$ cat src/rtl/matmul_sequencer_if.sv
// Handshake and memory/datapath control bundle for the matrix-multiply sequencer.
// master = sequencer side, slave = controller/datapath/memory side.
interface matmul_sequencer_if #(
    parameter int unsigned ADDR_WIDTH = 4
);
    logic                  start;
    logic [ADDR_WIDTH-1:0] dim_m;
    logic [ADDR_WIDTH-1:0] dim_k;
    logic [ADDR_WIDTH-1:0] dim_n;
    logic                  busy;
    logic                  done;
    logic                  cfg_error;
    logic                  en_ReadMat_A;
    logic [ADDR_WIDTH-1:0] rowAddr_A;
    logic [ADDR_WIDTH-1:0] colAddr_A;
    logic                  en_ReadMat_B;
    logic [ADDR_WIDTH-1:0] rowAddr_B;
    logic [ADDR_WIDTH-1:0] colAddr_B;
    logic                  en_Mux;
    logic                  en_PPReg;
    logic                  en_FDReg;
    logic                  en_WriteMat_C;
    logic [ADDR_WIDTH-1:0] rowAddr_C;
    logic [ADDR_WIDTH-1:0] colAddr_C;

    modport master (
        input  start, dim_m, dim_k, dim_n,
        output busy, done, cfg_error,
        output en_ReadMat_A, rowAddr_A, colAddr_A,
        output en_ReadMat_B, rowAddr_B, colAddr_B,
        output en_Mux, en_PPReg, en_FDReg,
        output en_WriteMat_C, rowAddr_C, colAddr_C
    );

    modport slave (
        output start, dim_m, dim_k, dim_n,
        input  busy, done, cfg_error,
        input  en_ReadMat_A, rowAddr_A, colAddr_A,
        input  en_ReadMat_B, rowAddr_B, colAddr_B,
        input  en_Mux, en_PPReg, en_FDReg,
        input  en_WriteMat_C, rowAddr_C, colAddr_C
    );
endinterface

$ cat src/rtl/matmul_sequencer.sv
// Run-time configurable sequencer for the 8-bit matrix-multiply datapath.
// Walks C[i][j] in row-major order; each element spends K cycles in READ,
// then one cycle each in ACC, LATCH and WRITE. Outputs are decoded from state.
module matmul_sequencer #(
    parameter int unsigned ADDR_WIDTH = 4,
    parameter int unsigned MAX_DIM    = 10
) (
    input logic               clk,
    input logic               reset_n,
    matmul_sequencer_if.master bus
);
    localparam logic [2:0] IDLE  = 3'd0;
    localparam logic [2:0] READ  = 3'd1;
    localparam logic [2:0] ACC   = 3'd2;
    localparam logic [2:0] LATCH = 3'd3;
    localparam logic [2:0] WRITE = 3'd4;
    localparam logic [2:0] DONE  = 3'd5;

    localparam logic [ADDR_WIDTH-1:0] DIM_MAX = ADDR_WIDTH'(MAX_DIM);
    localparam logic [ADDR_WIDTH-1:0] ONE     = ADDR_WIDTH'(1);

    logic [2:0]            state_q, state_d;
    logic [ADDR_WIDTH-1:0] i_q, i_d;
    logic [ADDR_WIDTH-1:0] j_q, j_d;
    logic [ADDR_WIDTH-1:0] k_q, k_d;
    logic [ADDR_WIDTH-1:0] dm_q, dm_d;
    logic [ADDR_WIDTH-1:0] dk_q, dk_d;
    logic [ADDR_WIDTH-1:0] dn_q, dn_d;
    logic                  cfg_err_q, cfg_err_d;

    logic dims_ok;
    logic last_k, last_col, last_row;

    assign dims_ok = (bus.dim_m != '0) && (bus.dim_m <= DIM_MAX) &&
                     (bus.dim_k != '0) && (bus.dim_k <= DIM_MAX) &&
                     (bus.dim_n != '0) && (bus.dim_n <= DIM_MAX);
    assign last_k   = (k_q == dk_q - ONE);
    assign last_col = (j_q == dn_q - ONE);
    assign last_row = (i_q == dm_q - ONE);

    // Next-state, loop counters and dimension latch.
    always_comb begin
        state_d   = state_q;
        i_d       = i_q;
        j_d       = j_q;
        k_d       = k_q;
        dm_d      = dm_q;
        dk_d      = dk_q;
        dn_d      = dn_q;
        cfg_err_d = 1'b0;
        case (state_q)
            IDLE: begin
                if (bus.start) begin
                    if (dims_ok) begin
                        dm_d    = bus.dim_m;
                        dk_d    = bus.dim_k;
                        dn_d    = bus.dim_n;
                        i_d     = '0;
                        j_d     = '0;
                        k_d     = '0;
                        state_d = READ;
                    end else begin
                        cfg_err_d = 1'b1;
                    end
                end
            end
            READ: begin
                if (last_k) begin
                    state_d = ACC;
                end else begin
                    k_d = k_q + ONE;
                end
            end
            ACC:   state_d = LATCH;
            LATCH: state_d = WRITE;
            WRITE: begin
                k_d = '0;
                if (last_col) begin
                    j_d = '0;
                    i_d = i_q + ONE;
                end else begin
                    j_d = j_q + ONE;
                end
                state_d = (last_col && last_row) ? DONE : READ;
            end
            DONE: begin
                // Counters are left clean for the next job; a start here is ignored.
                i_d     = '0;
                j_d     = '0;
                state_d = IDLE;
            end
            default: state_d = IDLE;
        endcase
    end

    // State and counter registers with synchronous active-low reset.
    always_ff @(posedge clk) begin
        if (!reset_n) begin
            state_q   <= IDLE;
            i_q       <= '0;
            j_q       <= '0;
            k_q       <= '0;
            dm_q      <= '0;
            dk_q      <= '0;
            dn_q      <= '0;
            cfg_err_q <= 1'b0;
        end else begin
            state_q   <= state_d;
            i_q       <= i_d;
            j_q       <= j_d;
            k_q       <= k_d;
            dm_q      <= dm_d;
            dk_q      <= dk_d;
            dn_q      <= dn_d;
            cfg_err_q <= cfg_err_d;
        end
    end

    logic                  busy, done;
    logic                  rd_en, pp_en, mux_en, fd_en, wr_en;
    logic [ADDR_WIDTH-1:0] row_a, col_a, row_b, col_b, row_c, col_c;

    // Output decode; addresses stay zero whenever their enable is low.
    always_comb begin
        busy   = 1'b0;
        done   = 1'b0;
        rd_en  = 1'b0;
        pp_en  = 1'b0;
        mux_en = 1'b0;
        fd_en  = 1'b0;
        wr_en  = 1'b0;
        row_a  = '0;
        col_a  = '0;
        row_b  = '0;
        col_b  = '0;
        row_c  = '0;
        col_c  = '0;
        case (state_q)
            READ: begin
                busy   = 1'b1;
                rd_en  = 1'b1;
                row_a  = i_q;
                col_a  = k_q;
                row_b  = k_q;
                col_b  = j_q;
                // Data read at k-1 arrives now; the first product loads, later ones add.
                pp_en  = (k_q != '0);
                mux_en = (k_q > ONE);
            end
            ACC: begin
                busy   = 1'b1;
                pp_en  = 1'b1;
                mux_en = (dk_q > ONE);
            end
            LATCH: begin
                busy  = 1'b1;
                fd_en = 1'b1;
            end
            WRITE: begin
                busy  = 1'b1;
                wr_en = 1'b1;
                row_c = i_q;
                col_c = j_q;
            end
            DONE:    done = 1'b1;
            default: ;
        endcase
    end

    assign bus.busy          = busy;
    assign bus.done          = done;
    assign bus.cfg_error     = cfg_err_q;
    assign bus.en_ReadMat_A  = rd_en;
    assign bus.rowAddr_A     = row_a;
    assign bus.colAddr_A     = col_a;
    assign bus.en_ReadMat_B  = rd_en;
    assign bus.rowAddr_B     = row_b;
    assign bus.colAddr_B     = col_b;
    assign bus.en_Mux        = mux_en;
    assign bus.en_PPReg      = pp_en;
    assign bus.en_FDReg      = fd_en;
    assign bus.en_WriteMat_C = wr_en;
    assign bus.rowAddr_C     = row_c;
    assign bus.colAddr_C     = col_c;
endmodule

$ cat src/flat_wrapper.sv
// flat-port wrapper written by rule: the top's interface ports become plain ports
module matmul_sequencer_flat 
#(
    parameter int unsigned ADDR_WIDTH = 4,
    parameter int unsigned MAX_DIM    = 10
)
  (clk, reset_n, bus_start, bus_dim_m, bus_dim_k, bus_dim_n, bus_busy, bus_done, bus_cfg_error, bus_en_ReadMat_A, bus_rowAddr_A, bus_colAddr_A, bus_en_ReadMat_B, bus_rowAddr_B, bus_colAddr_B, bus_en_Mux, bus_en_PPReg, bus_en_FDReg, bus_en_WriteMat_C, bus_rowAddr_C, bus_colAddr_C);
  matmul_sequencer_if #(.ADDR_WIDTH(ADDR_WIDTH)) bus_i ();
  input logic clk;
  input logic reset_n;
  input wire logic [$bits(bus_i.start)-1:0] bus_start;
  input wire logic [$bits(bus_i.dim_m)-1:0] bus_dim_m;
  input wire logic [$bits(bus_i.dim_k)-1:0] bus_dim_k;
  input wire logic [$bits(bus_i.dim_n)-1:0] bus_dim_n;
  output wire logic [$bits(bus_i.busy)-1:0] bus_busy;
  output wire logic [$bits(bus_i.done)-1:0] bus_done;
  output wire logic [$bits(bus_i.cfg_error)-1:0] bus_cfg_error;
  output wire logic [$bits(bus_i.en_ReadMat_A)-1:0] bus_en_ReadMat_A;
  output wire logic [$bits(bus_i.rowAddr_A)-1:0] bus_rowAddr_A;
  output wire logic [$bits(bus_i.colAddr_A)-1:0] bus_colAddr_A;
  output wire logic [$bits(bus_i.en_ReadMat_B)-1:0] bus_en_ReadMat_B;
  output wire logic [$bits(bus_i.rowAddr_B)-1:0] bus_rowAddr_B;
  output wire logic [$bits(bus_i.colAddr_B)-1:0] bus_colAddr_B;
  output wire logic [$bits(bus_i.en_Mux)-1:0] bus_en_Mux;
  output wire logic [$bits(bus_i.en_PPReg)-1:0] bus_en_PPReg;
  output wire logic [$bits(bus_i.en_FDReg)-1:0] bus_en_FDReg;
  output wire logic [$bits(bus_i.en_WriteMat_C)-1:0] bus_en_WriteMat_C;
  output wire logic [$bits(bus_i.rowAddr_C)-1:0] bus_rowAddr_C;
  output wire logic [$bits(bus_i.colAddr_C)-1:0] bus_colAddr_C;
  assign bus_i.start = bus_start;
  assign bus_i.dim_m = bus_dim_m;
  assign bus_i.dim_k = bus_dim_k;
  assign bus_i.dim_n = bus_dim_n;
  assign bus_busy = bus_i.busy;
  assign bus_done = bus_i.done;
  assign bus_cfg_error = bus_i.cfg_error;
  assign bus_en_ReadMat_A = bus_i.en_ReadMat_A;
  assign bus_rowAddr_A = bus_i.rowAddr_A;
  assign bus_colAddr_A = bus_i.colAddr_A;
  assign bus_en_ReadMat_B = bus_i.en_ReadMat_B;
  assign bus_rowAddr_B = bus_i.rowAddr_B;
  assign bus_colAddr_B = bus_i.colAddr_B;
  assign bus_en_Mux = bus_i.en_Mux;
  assign bus_en_PPReg = bus_i.en_PPReg;
  assign bus_en_FDReg = bus_i.en_FDReg;
  assign bus_en_WriteMat_C = bus_i.en_WriteMat_C;
  assign bus_rowAddr_C = bus_i.rowAddr_C;
  assign bus_colAddr_C = bus_i.colAddr_C;
  matmul_sequencer #(.ADDR_WIDTH(ADDR_WIDTH), .MAX_DIM(MAX_DIM)) u_core (.clk(clk), .reset_n(reset_n), .bus(bus_i));
endmodule
$ cat config.mk
export PLATFORM = sky130hd
export DESIGN_NAME = matmul_sequencer_flat
export DESIGN_NICKNAME = d
export VERILOG_FILES = /design/src/rtl/matmul_sequencer_if.sv /design/src/rtl/matmul_sequencer.sv /design/src/flat_wrapper.sv
export SDC_FILE = /design/constraint.sdc
export NUM_CORES = 1
export LEC_CHECK = 0
export BUFFER_PORTS_ARGS = -buffer_cell sky130_fd_sc_hd__buf_2
export CAP_MARGIN = 20
export CELL_PAD_IN_SITES_DETAIL_PLACEMENT = 0
export CELL_PAD_IN_SITES_GLOBAL_PLACEMENT = 1
export CORE_UTILIZATION = 43
export CTS_BUF_LIST = sky130_fd_sc_hd__clkbuf_8
export CTS_CLUSTER_DIAMETER = 50
export DETAILED_ROUTE_END_ITERATION = 6
export PLACE_DENSITY = 0.95
export SLEW_MARGIN = 0
export SYNTH_ARGS = -nofsm -noshare
export SYNTH_HDL_FRONTEND = slang
export SYNTH_SLANG_ARGS = --single-unit
$ cat constraint.sdc
create_clock -name clk -period 3.35 [get_ports clk]
set_input_delay 1.005 -clock clk [delete_from_list [all_inputs] [get_ports clk]]
set_output_delay 1.005 -clock clk [all_outputs]
set_load 0.02 [all_outputs]
==> impl_metrics.env, run 1 <==
export IMPL_cts_buffer_depth=2
export IMPL_vdd_drop_max_v=0.000307
export IMPL_cts_sinks=28
export IMPL_synth_area_per_cell_um2=8.40
export IMPL_rows=23
export IMPL_reg2reg_from="u_core.state_q[0]$_SDFFE_PN0P_"
export IMPL_dr_pass1_iters=4
export IMPL_grt_pass1_vias=1424
export IMPL_fp_dieW_um=68
export IMPL_fin_crit_sh=0.876
export IMPL_design_core_area_um2=4090
export IMPL_synth_warnings=0
export IMPL_status="complete, no violations"
export IMPL_grt_pass1_wl_mm=6.54
export IMPL_postRouteWirelength_mm=4.06
export IMPL_grt_max_degree=27
export IMPL_hp_start="u_core.dk_q[1]$_SDFFE_PN0P_"
export IMPL_end_kind="primary output"
export IMPL_cts_clk_slew_worst_paths_ns=0.09
export IMPL_p_total_uw=661
export IMPL_synth_seq_cells=28
export IMPL_final_cell_mix="buf_2, dfxtp_1, nor2_1"
export IMPL_dp_cells=309
export IMPL_rsz0062_at_grt="false"
export IMPL_worst_pin_slew_ns=0.671
export IMPL_final_common_cell="buf_2"
export IMPL_worstPathMaxFanout=12
export IMPL_final_nets=289
export IMPL_drtIter0Drc=67
export IMPL_path_class="reg2out"
export IMPL_avgViaCountPerCell=5.25
export IMPL_post_route_util=0.529
export IMPL_port_buffers=47
export IMPL_max_clock_freq_mhz=341
export IMPL_synth_seq_area_share=0.299
export IMPL_ant_nets=0
export IMPL_cap_violations=0
export IMPL_syn_inst=223
export IMPL_synth_edff_count=0
export IMPL_cts_tree="done"
export IMPL_fp_dieH_um=68
export IMPL_ctsResizeCount=0
export IMPL_start_kind="flip-flop"
export IMPL_slew_violations=0
export IMPL_post_cts_repair_setup_buffers=0
export IMPL_crit_start="u_core.state_q[0]$_SDFFE_PN0P_"
export IMPL_setup_slack_ns=0.414
export IMPL_place_detailed_hpwl_mm=3.16
export IMPL_grt_total_usage=0.186
export IMPL_fin_cells=312
export IMPL_period_minus_slack_ns=2.94
export IMPL_final_hold_viol_count=0
export IMPL_pin_count=48
export IMPL_place_ws_ns=0.668
export IMPL_ys_flop_type="dfxtp_1"
export IMPL_finalInstanceArea_um2=2160
export IMPL_numCtsBuffers=3
export IMPL_synth_cell_types=44
export IMPL_min_path_type="reg2reg"
export IMPL_post_dp_cell_area_um2=2120
export IMPL_syn_nets=248
export IMPL_initial_core_util=0.458
export IMPL_powerDensity_nw_per_um2=306
export IMPL_num_vias=1639
export IMPL_async_reset_ff_frac=0
export IMPL_drc=0
export IMPL_relSlewSlack=0.551
export IMPL_final_layout_size_suffix_gt1_frac=0.218
export IMPL_antenna_found_initial=0
export IMPL_cp_required_ns=2.34
export IMPL_postCtsHoldBufs=0
export IMPL_cts_root_buffer="clkbuf_8"
export IMPL_insertion_delay_ns=0.27
export IMPL_finClkSkew_ns=0.00590
export IMPL_netlist_area_um2=1870
export IMPL_fin_tns_setup_ns=0
export IMPL_holdWs_ns=0.548
export IMPL_setup_violations=0
export IMPL_htree_levels=1
export IMPL_post_drt_wl_per_cell_um=13.0
export IMPL_gp_congestion=0.852
export IMPL_total_leakage_power_nw=1.06
export IMPL_syn_to_final_growth_pct=15.4
export IMPL_worstPathArrival_ns=1.93
export IMPL_n_antenna_cell=0
export IMPL_die_area_um2=4620
export IMPL_global_route_overflow_total=0
## per-layer routing
metal / track usage / up-vias / part of all wire
li1: - / 859 / -
met1: 0.264 / 739 / 0.52
met2: 0.290 / 39 / 0.43
met3: 0.0400 / 2 / 0.045
met4: 0.0313 / 0 / 0.0067
met5: 0 / - / 0
## worst paths after layout
| check | end | slack [ns] | cells past startpoint |
|---|---|---|---|
| hold reg to reg | u_core.dk_q[1]$_SDFFE_PN0P_ | 0.55 | 2 |
| hold / removal | u_core.dk_q[1]$_SDFFE_PN0P_ | 0.55 | 2 |
| setup reg to reg | u_core.k_q[2]$_SDFFE_PN0P_ | 1.02 | 5 |
| setup / recovery | bus_colAddr_A[2] | 0.41 | 4 |
## cell type report
class / instances / area (um^2)
Clock buffer: 3 / 41.3
Fill cell: 404 / 1930
Inverter: 13 / 48.8
Multi-Input combinational cell: 168 / 1190
Sequential cell: 28 / 561
Tap cell: 50 / 62.6
Timing Repair Buffer: 50 / 258
## report_power, final
| group | leakage (nW) | switching (mW) | internal (mW) |
|---|---|---|---|
| Sequential | 0.227 | 0.0131 | 0.343 |
| Clock | 0.0216 | 0.0987 | 0.0807 |
| Combinational | 0.811 | 0.0698 | 0.0555 |
## critical path: stages (launching register included)
cell	delay, ns
dfxtp_1	0.48
nand2b_1	0.21
nor2_1	0.57
and2_1	0.24
buf_2	0.17
## cells by family after synthesis
logic type      count (synthesis)  synth area share
mux                            14            0.0748
simple gates                   88             0.257
fa+ha+maj                      10            0.0668
xor+xnor                       17            0.0949
flops                          28             0.299
buf+inv                        27            0.0655
compound gates                 39             0.142
## state kept, by name (all words and copies together), names as in the netlist
| signal | count |
|---|---|
| u_core.dn_q | 4 |
| u_core.i_q | 4 |
| u_core.bus.cfg_error | 1 |
| u_core.dm_q | 4 |
| u_core.k_q | 4 |
| u_core.state_q | 3 |
| u_core.j_q | 4 |
| u_core.dk_q | 4 |
## cell usage after synthesis, types with 2 or more instances
| cell type | n | area [um^2] |
|---|---|---|
| a21o_1 | 3 | 22.5 |
| clkbuf_1 | 6 | 22.5 |
| ha_1 | 10 | 125 |
| and3_1 | 10 | 62.6 |
| buf_2 | 2 | 10.0 |
| or3b_2 | 2 | 17.5 |
| buf_4 | 5 | 37.5 |
| nand3_1 | 5 | 25.0 |
| nor2_1 | 15 | 56.3 |
| or3_1 | 3 | 18.8 |
| a211oi_1 | 2 | 15.0 |
| xnor2_1 | 10 | 87.6 |
| a21oi_1 | 9 | 45.0 |
| inv_1 | 13 | 48.8 |
| a21boi_0 | 3 | 22.5 |
| nor2b_1 | 12 | 75.1 |
| o21ai_0 | 8 | 40.0 |
| o31ai_1 | 2 | 15.0 |
| nand2b_1 | 2 | 12.5 |
| o21a_1 | 2 | 15.0 |
| nand4_1 | 2 | 12.5 |
| and2_1 | 9 | 56.3 |
| nor4_1 | 4 | 25.0 |
| mux2i_1 | 14 | 140 |
| nand2_1 | 8 | 30.0 |
| dfxtp_1 | 28 | 561 |
| xor2_1 | 5 | 43.8 |
| nor3_1 | 13 | 65.1 |
Note: power is estimated with default switching activity, not from simulation.
==> inputs of run 2 (changes only) <==
--- a/config.mk
+++ b/config.mk
@@ -5,7 +5,7 @@
 export SDC_FILE = /design/constraint.sdc
 export NUM_CORES = 1
 export LEC_CHECK = 0
-export BUFFER_PORTS_ARGS = -buffer_cell sky130_fd_sc_hd__buf_2
+export BUFFER_PORTS_ARGS = -buffer_cell sky130_fd_sc_hd__clkbuf_2
 export CAP_MARGIN = 20
 export CELL_PAD_IN_SITES_DETAIL_PLACEMENT = 0
 export CELL_PAD_IN_SITES_GLOBAL_PLACEMENT = 1
==> impl_metrics.env, run 2 (synthesized netlist as in run 1, its figures left out) <==
export IMPL_post_drt_wl_per_cell_um=13.2
export IMPL_drc=0
export IMPL_final_hold_viol_count=0
export IMPL_rsz0062_at_grt="false"
export IMPL_fin_cells=314
export IMPL_pin_count=48
export IMPL_status="complete, no violations"
export IMPL_hp_start="u_core.k_q[1]$_SDFFE_PN0P_"
export IMPL_cts_clk_slew_worst_paths_ns=0.10
export IMPL_total_leakage_power_nw=1.05
export IMPL_htree_levels=1
export IMPL_path_class="reg2out"
export IMPL_crit_slowest_cell="nor2_1"
export IMPL_antenna_found_initial=0
export IMPL_fp_dieW_um=68
export IMPL_fp_dieH_um=68
export IMPL_post_cts_repair_setup_buffers=0
export IMPL_grt_pass1_vias=1421
export IMPL_rows=23
export IMPL_final_layout_size_suffix_gt1_frac=0.223
export IMPL_start_kind="flip-flop"
export IMPL_worstPathArrival_ns=1.76
export IMPL_initial_core_util=0.458
export IMPL_cts_buffer_depth=2
export IMPL_crit_chain="nor2_1 -> and2_1 -> clkbuf_2"
export IMPL_max_clock_freq_mhz=362
export IMPL_postCtsHoldBufs=0
export IMPL_holdWs_ns=0.537
export IMPL_worst_r2r_cell_count=6
export IMPL_syn_to_final_growth_pct=17.4
export IMPL_cts_root_buffer="clkbuf_8"
export IMPL_dr_pass1_iters=6
export IMPL_postRouteWirelength_mm=4.15
export IMPL_fillers=417
export IMPL_port_buffers=47
export IMPL_design_core_area_um2=4090
export IMPL_powerDensity_nw_per_um2=344
export IMPL_final_nets=290
export IMPL_r2r_end="u_core.dm_q[2]$_SDFFE_PN0P_"
export IMPL_vdd_drop_max_v=0.000167
export IMPL_period_minus_slack_ns=2.76
export IMPL_final_common_cell="clkbuf_2"
export IMPL_ctsResizeCount=0
export IMPL_ant_nets=0
export IMPL_min_to="u_core.k_q[1]$_SDFFE_PN0P_"
export IMPL_dp_cells=310
export IMPL_whs_path_depth=2
export IMPL_insertion_delay_ns=0.28
export IMPL_gp_congestion=0.835
export IMPL_grt_total_usage=0.189
export IMPL_fin_crit_sh=0.825
export IMPL_grt_max_degree=27
export IMPL_min_path_type="reg2reg"
export IMPL_worstPathMaxFanout=13
export IMPL_cap_violations=0
export IMPL_setup_violations=0
export IMPL_reg2reg_from="u_core.state_q[1]$_SDFFE_PN0P_"
export IMPL_critPathMaxStageDelay_ns=0.52
export IMPL_place_detailed_hpwl_mm=3.16
export IMPL_slew_violations=0
export IMPL_cp_required_ns=2.34
export IMPL_cp_top_family="simple AND/OR/NAND/NOR gates"
export IMPL_drtIter0Drc=74
export IMPL_die_area_um2=4620
export IMPL_cts_sinks=28
export IMPL_cts_tree="done"
export IMPL_grt_pass1_wl_mm=6.67
export IMPL_num_vias=1658
export IMPL_relSlewSlack=0.605
export IMPL_finClkSkew_ns=0.00308
export IMPL_n_antenna_cell=0
export IMPL_final_cell_mix="clkbuf_2, dfxtp_1, nor2_1"
export IMPL_rrSetupSlack_ns=1.18
export IMPL_path_buf_inv=1
export IMPL_global_route_overflow_total=0
export IMPL_avgViaCountPerCell=5.28
export IMPL_fin_tns_setup_ns=0
export IMPL_end_kind="primary output"
export IMPL_worst_pin_slew_ns=0.590
export IMPL_numCtsBuffers=3
## run 2: worst max path at each step
| stage | start | endpoint | slack, ns | depth (start not counted) |
|---|---|---|---|---|
| after CTS | u_core.state_q[1]$_SDFFE_PN0P_ | bus_en_WriteMat_C | 0.60 | 3 |
| after floorplan | u_core.state_q[0]$_SDFFE_PN0P_ | bus_rowAddr_B[2] | 0.78 | 6 |
| after detailed placement | bus_start | u_core.dm_q[0]$_SDFFE_PN0P_ | 0.61 | 7 |
| after global routing | u_core.state_q[0]$_SDFFE_PN0P_ | bus_colAddr_A[3] | 0.46 | 5 |
| final | u_core.state_q[1]$_SDFFE_PN0P_ | bus_en_WriteMat_C | 0.59 | 3 |
| after global placement | bus_start | u_core.dm_q[2]$_SDFFE_PN0P_ | 0.73 | 7 |
## run 2: power breakdown
group          internal (mW)  switching, mW
combinational         0.0564         0.0713
clock                  0.160          0.111
sequential             0.343         0.0132
## run 2: cell type report
type	count	area, um^2	area share
clock buffers	3	41.3	0.0188
flip-flops and latches	28	561	0.255
repair buffers	51	265	0.121
clock inverters	1	30.0	0.0137
well taps	50	62.6	0.0285
multi-input cells	168	1190	0.541
inverters	13	48.8	0.0222
## run 2: layer usage
layer | vias to the layer above | wire length [um] | track usage
met5 | - | 0 | 0
met3 | 4 | 164 | 0.0267
met4 | 0 | 34 | 0.0469
met2 | 39 | 1800 | 0.293
met1 | 752 | 2150 | 0.273
li1 | 863 | - | -
## run 2: stage by stage
step	total power, mW	instance area, um^2	utilization	setup slack, ns
finish	0.756	2200	0.538	0.587
global route	0.794	2200	0.538	0.459
CTS	0.760	2200	0.538	0.597
detailed placement	0.492	2130	0.521	0.613
global placement	0.490	2130	0.521	0.727
floorplan	0.454	1870	-	0.779
## run 2: worst register-to-register path, cell delays in order (launching register included)
cell	delay (ns)
dfxtp_1	0.46
or3b_1	0.43
nor4_1	0.37
nand3b_1	0.31
buf_4	0.28
mux2i_1	0.17
nor2b_1	0.06
